**config.mk**
```make
export PLATFORM = sky130hd
export DESIGN_NAME = one_wire_master
export DESIGN_NICKNAME = d
export VERILOG_FILES = /design/src/rtl/one_wire_master.sv
export SDC_FILE = /design/constraint.sdc
export NUM_CORES = 1
export LEC_CHECK = 0
export ABC_AREA = 1
export ABC_CLOCK_PERIOD_IN_PS = 3300
export CAP_MARGIN = 20
export CORE_ASPECT_RATIO = 0.75
export CORE_MARGIN = 2
export CORE_UTILIZATION = 45
export DETAILED_ROUTE_END_ITERATION = 8
export PLACE_DENSITY = 0.76
export SYNTH_ARGS = -nofsm -noshare
export SYNTH_HDL_FRONTEND = slang
export SYNTH_SLANG_ARGS = --single-unit
```
**constraint.sdc**
```tcl
create_clock -name clk -period 3.3 [get_ports clk]
set_input_delay 0.825 -clock clk [delete_from_list [all_inputs] [get_ports clk]]
set_output_delay 0.825 -clock clk [all_outputs]
set_load 0.01 [all_outputs]
```
**src/rtl/one_wire_master.sv**
```systemverilog
// one_wire_master: 1-Wire bus initiator (standard speed).
// Generates reset/presence, write and read time slots on an open-drain line
// and turns byte-level commands into bus traffic, returning presence status
// and read bytes. All slot times are N_us * CLKS_PER_US clock cycles.
//
// Optional feature macro: ONE_WIRE_CRC_EN adds crc_out[7:0], a Dallas CRC-8
// over every bit written or read, cleared by rst and by a bus-reset command.
//
// Ports:
//   clk, rst            rising-edge clock, synchronous active-high reset
//   cmd_valid/ready     command handshake (ready only in IDLE)
//   cmd_op[1:0]         00 bus reset, 01 write byte, 10 read byte, 11 no-op
//   cmd_data[7:0]       byte to write (LSB first), latched at accept
//   rsp_valid           one-cycle completion pulse
//   rsp_data[7:0]       read byte (0 for other ops), held until next rsp_valid
//   presence            presence result of the last bus reset
//   busy                ~cmd_ready
//   data_in             asynchronous bus level
//   data_out, data_oe   open-drain drive: data_out is 0, data_oe=1 pulls low
//   crc_out[7:0]        running CRC-8 (ONE_WIRE_CRC_EN only)
module one_wire_master #(
    parameter int unsigned CLKS_PER_US = 50
) (
    input  logic       clk,
    input  logic       rst,
    input  logic       cmd_valid,
    output logic       cmd_ready,
    input  logic [1:0] cmd_op,
    input  logic [7:0] cmd_data,
    output logic       rsp_valid,
    output logic [7:0] rsp_data,
    output logic       presence,
    output logic       busy,
    input  logic       data_in,
    output logic       data_out,
    output logic       data_oe
`ifdef ONE_WIRE_CRC_EN
    ,
    output logic [7:0] crc_out
`endif
);

    localparam int unsigned T_RST_LOW   = 480 * CLKS_PER_US;
    localparam int unsigned T_RST_SAMP  = 70 * CLKS_PER_US;
    localparam int unsigned T_RST_REC   = 410 * CLKS_PER_US;
    localparam int unsigned T_LOW0      = 60 * CLKS_PER_US;
    localparam int unsigned T_LOW1      = 6 * CLKS_PER_US;
    localparam int unsigned T_REL0      = 10 * CLKS_PER_US;
    localparam int unsigned T_REL1      = 64 * CLKS_PER_US;
    localparam int unsigned T_RD_SAMP   = 9 * CLKS_PER_US;
    localparam int unsigned TW          = $clog2(T_RST_LOW + 1);

    typedef enum logic [2:0] {
        IDLE, RST_LOW, RST_WAIT, RST_REC, SLOT_LOW, SLOT_REL, DONE
    } state_t;

    typedef enum logic [1:0] {
        OP_RESET = 2'b00,
        OP_WRITE = 2'b01,
        OP_READ  = 2'b10,
        OP_NOP   = 2'b11
    } op_t;

    state_t          state, next_state;
    op_t             op_reg;
    logic [TW-1:0]   timer, load_val, sample_at;
    logic            load;
    logic            accept, take_presence, take_bit, bit_done;
    logic [2:0]      bit_cnt, nxt_idx;
    logic [7:0]      data_reg, shift_reg;
    logic [1:0]      sync;
    logic            bus, last, wr0_now;

    assign bus       = sync[1];
    assign last      = (bit_cnt == 3'd7);
    assign nxt_idx   = bit_cnt + 3'd1;
    assign wr0_now   = (op_reg == OP_WRITE) && !data_reg[bit_cnt];
    assign data_out  = 1'b0;
    assign cmd_ready = (state == IDLE);
    assign busy      = ~cmd_ready;
    assign rsp_valid = (state == DONE);

    always_ff @(posedge clk) begin
        if (rst) state <= IDLE;
        else     state <= next_state;
    end

    // data_oe is registered from the state, so the pin lags the state by one
    // cycle. The final release phase (reset recovery, last slot release) is
    // loaded one cycle longer so the full release time holds at the pin.
    always_comb begin
        next_state    = state;
        load          = 1'b0;
        load_val      = '0;
        sample_at     = '0;
        accept        = 1'b0;
        take_presence = 1'b0;
        take_bit      = 1'b0;
        bit_done      = 1'b0;
        case (state)
            IDLE: begin
                if (cmd_valid) begin
                    accept = 1'b1;
                    case (op_t'(cmd_op))
                        OP_RESET: begin
                            next_state = RST_LOW;
                            load       = 1'b1;
                            load_val   = TW'(T_RST_LOW - 1);
                        end
                        OP_WRITE, OP_READ: begin
                            next_state = SLOT_LOW;
                            load       = 1'b1;
                            load_val   = (op_t'(cmd_op) == OP_WRITE && !cmd_data[0])
                                         ? TW'(T_LOW0 - 1) : TW'(T_LOW1 - 1);
                        end
                        default: next_state = DONE;
                    endcase
                end
            end
            RST_LOW: begin
                if (timer == '0) begin
                    next_state = RST_WAIT;
                    load       = 1'b1;
                    load_val   = TW'(T_RST_SAMP - 1);
                end
            end
            RST_WAIT: begin
                if (timer == '0) begin
                    take_presence = 1'b1;
                    next_state    = RST_REC;
                    load          = 1'b1;
                    load_val      = TW'(T_RST_REC);
                end
            end
            RST_REC: begin
                if (timer == '0) next_state = DONE;
            end
            SLOT_LOW: begin
                if (timer == '0) begin
                    next_state = SLOT_REL;
                    load       = 1'b1;
                    load_val   = wr0_now ? TW'(T_REL0 - 1) : TW'(T_REL1 - 1);
                    if (last) load_val = load_val + 1'b1;
                end
            end
            SLOT_REL: begin
                // Timer value reached 9us after entering the release phase.
                sample_at = last ? TW'(T_REL1 - T_RD_SAMP) : TW'(T_REL1 - T_RD_SAMP - 1);
                if (op_reg == OP_READ && timer == sample_at) take_bit = 1'b1;
                if (timer == '0) begin
                    bit_done = 1'b1;
                    if (last) begin
                        next_state = DONE;
                    end else begin
                        next_state = SLOT_LOW;
                        load       = 1'b1;
                        load_val   = (op_reg == OP_WRITE && !data_reg[nxt_idx])
                                     ? TW'(T_LOW0 - 1) : TW'(T_LOW1 - 1);
                    end
                end
            end
            DONE:    next_state = IDLE;
            default: next_state = IDLE;
        endcase
    end

    always_ff @(posedge clk) begin
        if (rst) begin
            timer     <= '0;
            bit_cnt   <= '0;
            op_reg    <= OP_RESET;
            data_reg  <= '0;
            shift_reg <= '0;
            rsp_data  <= '0;
            presence  <= 1'b0;
            data_oe   <= 1'b0;
            sync      <= 2'b11;
        end else begin
            sync    <= {sync[0], data_in};
            data_oe <= (state == RST_LOW) || (state == SLOT_LOW);

            if (load)              timer <= load_val;
            else if (timer != '0)  timer <= timer - 1'b1;

            if (accept) begin
                op_reg    <= op_t'(cmd_op);
                data_reg  <= cmd_data;
                bit_cnt   <= '0;
                shift_reg <= '0;
            end

            if (take_presence) presence <= ~bus;
            if (take_bit)      shift_reg[bit_cnt] <= bus;
            if (bit_done && !last) bit_cnt <= nxt_idx;

            if (next_state == DONE && state != DONE)
                rsp_data <= (state != IDLE && op_reg == OP_READ) ? shift_reg : '0;
        end
    end

`ifdef ONE_WIRE_CRC_EN
    logic [7:0] crc;

    // Reflected x^8+x^5+x^4+1, one bit per slot.
    function automatic logic [7:0] crc_step(input logic [7:0] c, input logic b);
        logic fb;
        fb = c[0] ^ b;
        return {1'b0, c[7:1]} ^ (fb ? 8'h8C : 8'h00);
    endfunction

    always_ff @(posedge clk) begin
        if (rst)
            crc <= '0;
        else if (accept && op_t'(cmd_op) == OP_RESET)
            crc <= '0;
        else if (take_bit)
            crc <= crc_step(crc, bus);
        else if (bit_done && op_reg == OP_WRITE)
            crc <= crc_step(crc, data_reg[bit_cnt]);
    end

    assign crc_out = crc;
`endif

endmodule

```
==> results_dict.tcl, run 1 <==
set metrics [dict create \
    syn-cell-area_mm2 0.00312 \
    peakVddDrop_uv 258 \
    maxSlewHeadroom_pct 50.8 \
    synth.most_common_cell "nand2_1" \
    synthAdderAreaFrac_pct 2.40 \
    yosysSeqAreaShare_pct 32.7 \
    die_h_um 76.1 \
    hold_depth 1 \
    min_period_ps 2470 \
    synth_fp_nets 473 \
    syn_inst 453 \
    grt_pass1_wl_mm 12.4 \
    routed_wl_mm 7.21 \
    core_area_mm2 0.00677 \
    path_class "primary input to register" \
    endpoint_kind "register" \
    clock_path_buffers 2 \
    nets 495 \
    synth_area_leaders "dfxtp_1, nand2_1, nor2_1, nand3_1, inv_1" \
    hpwl_mm 5.58 \
    synth_compound_area_share_pct 9.14 \
    via_count 2920 \
    synthFlopType "dfxtp_1" \
    die_x_um 100 \
    arrival_ps 2680 \
    worst_pin_slew_ps 737 \
    gp_congestion 0.899 \
    grt_max_degree 26 \
    ys_top_cells_by_count "nand2_1, nor2_1, dfxtp_1" \
    synth_top_area_cell "dfxtp_1" \
    cp.required_ps 3510 \
    clkTransAtPathRegs_ps 100 \
    synth_warnings 0 \
    grt_pass1_vias 2619 \
    cts_max_level 2 \
    cts_resized 0 \
    largest_reg_flops 15 \
    yosys.area_share.xor_xnor_pct 2.81 \
    rr_worst_depth 9 \
    cts_tree "built" \
    leakage_uw 0.00146 \
    io_buffers 26 \
    fmax_mhz 406 \
    final.setup.tns_ps 0 \
    grt.total_usage_pct 19.8 \
    n_antenna_cell 0 \
    area_growth_pct 12.7 \
    synth-simple-area-share_pct 43.9 \
    status "completed" \
    fin_skew_ps 12.5 \
    rsz0062_at_grt "false" \
    wl_per_cell_um 12.9 \
    ant_nets 0 \
    drc_errors 0 \
    detail_route.first_pass.iterations 4 \
    min_path_type "register to register" \
    p_per_area_mw_per_mm2 691 \
    max_flop_register "timer" \
    io_pins 28 \
    whs_ps 420 \
    setup_viol 0 \
    synth.distinct_cells 41 \
    dieArea_mm2 0.00763 \
    avgSynthCellArea_um2 6.89 \
    ctsHoldBuffers 0 \
    synth_edf_count 0 \
    setup_ws_ps 834 \
    timing_hold_violations_final 0 \
    postCtsSetupRepairBufs 0 \
    drv_cap 0 \
    drt-initial-drc-count 227 \
    vias_per_cell 5.21 \
    cts_root_buffer "clkbuf_8" \
    start_kind "primary input" \
    ys_seq_elements 51 \
    start_util_pct 46.1 \
    antenna_found_initial 0 \
    cts_buffers 5 \
    ys_async_sr_fraction_pct 0 \
    power.total_uw 2430 \
    synth_top_family_by_area "simple AND/OR/NAND/NOR gates" \
    placementRows 26 \
    path_max_fanout 11 \
    clock_sinks 51 \
    drive_above_1_share_pct 12.6 \
    grt_overflow_total 0 \
    clk_latency_ps 320 \
    fin_crit_sh_pct 74.7 \
    muxShareOfSynthArea_pct 0 \
    slew_violations 0 \
    place_ws_ps 534 \
    synth_top_area_share_pct 32.7 \
]
## final timing paths
kind / endpoint / start / slack (ps)
min: sync[1] / sync[0] / 420
min reg2reg: sync[1] / sync[0] / 420
max reg2reg: timer[5] / bit_cnt[0] / 1080
max: rsp_data[2] / cmd_valid / 830
## layout make-up
class / count / area (um^2)
Clock buffer: 5 / 68.8
Sequential cell: 51 / 1020
Inverter: 56 / 213
Tap cell: 84 / 105
Multi-Input combinational cell: 334 / 1820
Timing Repair Buffer: 27 / 268
Fill cell: 672 / 3250
Clock inverter: 3 / 22.5
## metal layers
layer / global-route usage [%] / vias to the layer above / routed length (um)
met3: 4.13 / 9 / 435
met1: 28.5 / 1335 / 3500
li1: - / 1504 / -
met4: 4.79 / 0 / 80
met2: 30.5 / 72 / 3190
met5: 0 / - / 0
## cell families (layout without fill, tap and decap cells)
group                      count (synthesis)  count (layout)
and+or+nand+nor                          264             264
xor gates and xnor gates                  10              10
AOI/OAI and AO/OA                         53              53
DFF                                       51              51
other                                      1               1
adders and majority gates                  6               6
buffers and inverters                     68              91
## cells in the final DEF (no fill, tap or decap), drive strengths merged, types with 10 or more instances in the layout
cell type / n
clkdlybuf4s50: 26
o21ai: 26
nor3: 18
nor2: 82
a21oi: 23
nand4: 10
nand3: 48
nand2: 92
inv: 57
dfxtp: 51
## stage by stage
step	instances	instance area [um^2]	utilization [%]
final	560	3520	52.0
after detailed placement	552	3430	50.7
after global placement	552	3430	50.7
after global routing	560	3520	52.0
after CTS	560	3520	52.0
after floorplan	453	3120	-
## critical path, cell delays in order
cell,delay (ps)
clkdlybuf4s50_1,600
inv_1,80
nor2_2,400
a21oi_1,120
nand2_1,140
inv_2,60
nor2_4,200
nand3_1,120
nand2_1,70
nor2_1,50
## where the power goes
part	total, uW	leakage (uW)	internal, uW	switching, uW
Clock	381	0.0000489	154	227
Sequential	851	0.000417	732	119
Combinational	1200	0.000990	442	757
Total	2430	0.00146	1330	1100
(Power assumes the default switching activity.)
==> inputs of run 2 (changes only) <==
- ABC_CLOCK_PERIOD_IN_PS: 3300 -> 2500
- clock period: 3.3 -> 2.5 ns (I/O delays scaled with it)
==> run 2 against run 1 <==
Against the previous run:
- via count shrank 0.27%
- die area unchanged
- combinational power increased by 33%
- final cell count rose by 0.36%
- cell area is 0.39% higher
- clock-buffer cell count is 1 higher
- sequential cell count is the same
- wire length decreased by 0.22%
- first-iteration DRC count up 1.8%
- sequential power up 33%
- global-route usage about the same
- critical path type is now register to primary output
==> results_dict.tcl, run 2 (synthesis gave the netlist of run 1 again) <==
set metrics [dict create \
    clock_path_buffers 2 \
    largest_reg_flops 15 \
    multi_input_area_mm2 0.00182 \
    placementRows 26 \
    grt_overflow_total 0 \
    routed_wl_mm 7.19 \
    rsz0062_at_grt "false" \
    cts_max_level 2 \
    cts_root_buffer "clkbuf_8" \
    rr_worst_depth 11 \
    placed_cell_area_mm2 0.00344 \
    slowest_stage "clkdlybuf4s50_1" \
    grt_pass1_wl_mm 12.4 \
    dr_wl_met3_um 384 \
    cp.required_ps 1880 \
    endpoint_kind "primary output" \
    clkTransAtPathRegs_ps 100 \
    ant_nets 0 \
    ctsHoldBuffers 0 \
    final_cells 562 \
    hpwl_mm 5.56 \
    stdcell_area_mm2 0.00353 \
    min_from "sync[0]" \
    worst-path-buf-inv 2 \
    top_layer "met4" \
    die_x_um 100 \
    nets 497 \
    clk_latency_ps 310 \
    setup_viol 0 \
    clock_sinks 51 \
    postCtsSetupRepairBufs 0 \
    arrival_ps 1610 \
    timing_hold_violations_final 0 \
    dieArea_mm2 0.00763 \
    leakage_uw 0.00146 \
    grt_pass1_vias 2620 \
    min_period_ps 2230 \
    final_cell_mix "nand2_1, nor2_1, dfxtp_1" \
    crit_path_end "cmd_ready" \
    io_pins 28 \
    peakVddDrop_uv 341 \
    cp-startpoint "state[2]" \
    start_util_pct 46.1 \
    path_max_fanout 7 \
    die_h_um 76.1 \
    area_growth_pct 13.2 \
    place_inst 554 \
    n_antenna_cell 0 \
    crit_chain "nor2_2 > nand2_4 > inv_4 > clkdlybuf4s50_1" \
    drc_errors 0 \
    reg2reg_slack_ps 270 \
    core_area_mm2 0.00677 \
    min_path_type "register to register" \
    drt-initial-drc-count 231 \
    fin_skew_ps 11.7 \
    fin_crit_sh_pct 89.4 \
    fmax_mhz 448 \
    detail_route.first_pass.iterations 5 \
    fill_cells 655 \
    grt.total_usage_pct 19.9 \
    start_kind "register" \
    final_common_cell "nand2_1" \
    grt_max_degree 26 \
    p_per_area_mw_per_mm2 908 \
    antenna_found_initial 0 \
    max_flop_register "timer" \
    cts_resized 0 \
    drv_cap 0 \
    wl_per_cell_um 12.8 \
    vias_per_cell 5.18 \
    io_buffers 26 \
    drive_above_1_share_pct 12.8 \
    post-route-util_pct 52.2 \
    status "completed" \
    cts_buffers 5 \
    wl_met1_mm 3.63 \
    reg2reg_to "timer[4]" \
    final.setup.tns_ps 0 \
    cp.depth 4 \
    slew_violations 0 \
    wl_met2_mm 3.09 \
    via_count 2912 \
    path_class "register to primary output" \
    regArea_mm2 0.00102 \
    gp_congestion 0.959 \
    cts_tree "built" \
    crit_path_max_incr_delay_ps 540 \
    critPathTopFamily "buffers and inverters" \
    timing.rr.start "bit_cnt[0]" \
]
-- run 2: changes by cell type in the layout (fill, tap and decap cells not counted), sizes merged --
cell | before | now
clkinv | 2 | 3
inv | 57 | 55
buf | 1 | 3
clkbuf | 5 | 6
-- run 2: metal layers --
metal	up-vias	track usage (%)
li1	1504	-
met4	0	5.62
met1	1322	28.5
met2	79	29.8
met3	7	4.40
met5	-	0
-- run 2: final cells by class --
type	instances	area share, %
Timing Repair Buffer	29	8.00
Inverter	56	6.02
Multi-Input combinational cell	334	51.6
Tap cell	84	2.97
Clock buffer	6	2.05
Sequential cell	51	28.9
Clock inverter	2	0.496
-- run 2: stage by stage --
step	power, uW	setup WS, ps	hold slack, ps
finish	3210	265	418
global route	3480	39.8	440
CTS	3210	246	421
detailed placement	2720	176	397
global placement	2700	207	392
floorplan	2370	759	389
-- run 2: power breakdown --
group	internal, uW	switching [uW]	total, uW	leakage (uW)
logic	588	1000	1590	0.00100
clock network	202	291	493	0.0000454
registers	966	162	1130	0.000417
-- run 2: worst register-to-register path: cells and delay by family, from the launching register on --
kind,cells,cell delay (ps)
and+or+nand+nor,8,1060
buffers and inverters,2,300
adders and majority gates,1,270
DFF,1,550
-- run 2: how the worst min path moves through the flow --
| stage | end | slack, ps | cells past startpoint |
|---|---|---|---|
| after floorplan | sync[1] | 390 | 1 |
| after global placement | sync[1] | 390 | 1 |
| after detailed placement | sync[1] | 400 | 1 |
| after CTS | sync[1] | 420 | 1 |
| after global routing | sync[1] | 440 | 1 |
| final | sync[1] | 420 | 1 |
==> inputs of run 3 (changes only) <==
- CORE_MARGIN: 2 -> 5
==> run 3 against run 2 <==
Against the previous run:
- combinational power barely moved
- via count rose by 1.8%
- sequential power barely moved
- final cell count rose by 0.18%
- wire length rose by 5.9%
- total power rose by 6.7%
- sequential share of layout area fell by 0.38 points
- maximum frequency fell by 0.52%
- clock-buffer cell count did not move
- critical endpoint unchanged
==> results_dict.tcl, run 3 (synthesis gave the netlist of run 1 again) <==
set metrics [dict create \
    maxSlewHeadroom_pct 66.8 \
    drc_errors 0 \
    top_layer "met4" \
    detail_route.first_pass.iterations 5 \
    grt_pass1_vias 2669 \
    antenna_found_initial 0 \
    cts_root_buffer "clkbuf_8" \
    place_ws_ps 254 \
    routed_wl_mm 7.62 \
    slew_violations 0 \
    setup_viol 0 \
    largest_reg_flops 15 \
    grt_pass1_wl_mm 12.6 \
    min_path_type "register to register" \
    arrival_ps 1620 \
    cts_tree "built" \
    n_antenna_cell 0 \
    io_buffers 26 \
    path_max_fanout 8 \
    die_x_um 106 \
    power.switching_uw 1470 \
    grt_max_degree 26 \
    leakage_uw 0.00149 \
    min_period_ps 2250 \
    via_count 2965 \
    ctsHoldBuffers 0 \
    cp.required_ps 1880 \
    final.setup.tns_ps 0 \
    endpoint_kind "primary output" \
    p_comb_share_pct 47.2 \
    peakVddDrop_uv 375 \
    clkPwrFrac_pct 19.7 \
    placementRows 26 \
    clock_sinks 51 \
    wl_per_cell_um 13.5 \
    p_int_uw 1960 \
    dieArea_mm2 0.00872 \
    cts_buffers 5 \
    clock_path_buffers 2 \
    timing_hold_violations_final 0 \
    p_sw_share_pct 42.9 \
    start_kind "register" \
    vias_per_cell 5.27 \
    p_per_area_mw_per_mm2 955 \
    drv_cap 0 \
    drive_above_1_share_pct 13.2 \
    start_util_pct 46.1 \
    gp_congestion 1.03 \
    setup_ws_ps 254 \
    wl_met1_mm 3.56 \
    final_common_cell "nand2_1" \
    dr_wl_met3_um 575 \
    clk_latency_ps 300 \
    area_growth_pct 14.8 \
    fin_crit_sh_pct 89.9 \
    clkTransAtPathRegs_ps 90 \
    fin_skew_ps 4.19 \
    postCtsSetupRepairBufs 0 \
    drt-initial-drc-count 235 \
    worst_pin_slew_ps 495 \
    power.total_uw 3420 \
    die_h_um 82.1 \
    hpwl_mm 5.90 \
    fmax_mhz 445 \
    grt_overflow_total 0 \
    wl_met2_mm 3.36 \
    core_area_mm2 0.00677 \
    io_pins 28 \
    pwr-share-seq_pct 33.1 \
    rsz0062_at_grt "false" \
    ant_nets 0 \
    max_flop_register "timer" \
    cts_max_level 2 \
    final_cell_mix "nand2_1, nor2_1, dfxtp_1" \
    status "completed" \
    nets 498 \
    grt.total_usage_pct 18.0 \
    path_class "register to primary output" \
]
[run 3: final timing paths]
kind	depth (start not counted)	endpoint	startpoint	slack [ps]
max	4	cmd_ready	state[0]	250
min	1	sync[1]	sync[0]	410
max reg2reg	7	shift_reg[3]	bit_cnt[1]	320
min reg2reg	1	sync[1]	sync[0]	410
[run 3: timing repair]
| action | CTS | global route |
|---|---|---|
| endpoints found under the hold margin | 0 | 0 |
| endpoints found under the setup margin | 0 | 3 |
| resized for setup | 0 | 1 |
[run 3: through the flow]
| step | hold WS (ps) | util (%) | area, um^2 | instances |
|---|---|---|---|---|
| global route | 449 | 53.0 | 3580 | 563 |
| detailed placement | 393 | 51.0 | 3450 | 555 |
| floorplan | 389 | - | 3120 | 453 |
| CTS | 416 | 53.0 | 3580 | 563 |
| finish | 414 | 53.0 | 3580 | 563 |
| global placement | 392 | 51.0 | 3450 | 555 |
[run 3: power groups by stage]
| stage | Combinational, uW | Sequential (uW) | Clock (uW) |
|---|---|---|---|
| floorplan | 1250 | 1120 | 0 |
| global placement | 1550 | 1140 | 0 |
| detailed placement | 1600 | 1150 | 0 |
| CTS | 1610 | 1130 | 688 |
| global route | 1790 | 1150 | 722 |
| finish | 1620 | 1130 | 674 |
[run 3: routing by layer]
layer,vias up,track usage (%)
li1,1503,-
met1,1340,24.5
met2,104,28.1
met3,18,4.58
met4,0,5.69
met5,-,0
[run 3: worst max-delay path: stages, from the launching register on]
cell and delay [ps]:
dfxtp_1 380, inv_2 190, nand2_4 100, inv_4 90, clkdlybuf4s50_1 550
[run 3: final cells by class]
type | instances | area (um^2)
Clock inverter | 2 | 60.1
Multi-Input combinational cell | 334 | 1820
Fill cell | 669 | 3180
Tap cell | 84 | 105
Sequential cell | 51 | 1020
Timing Repair Buffer | 30 | 290
Clock buffer | 6 | 72.6
Inverter | 56 | 213
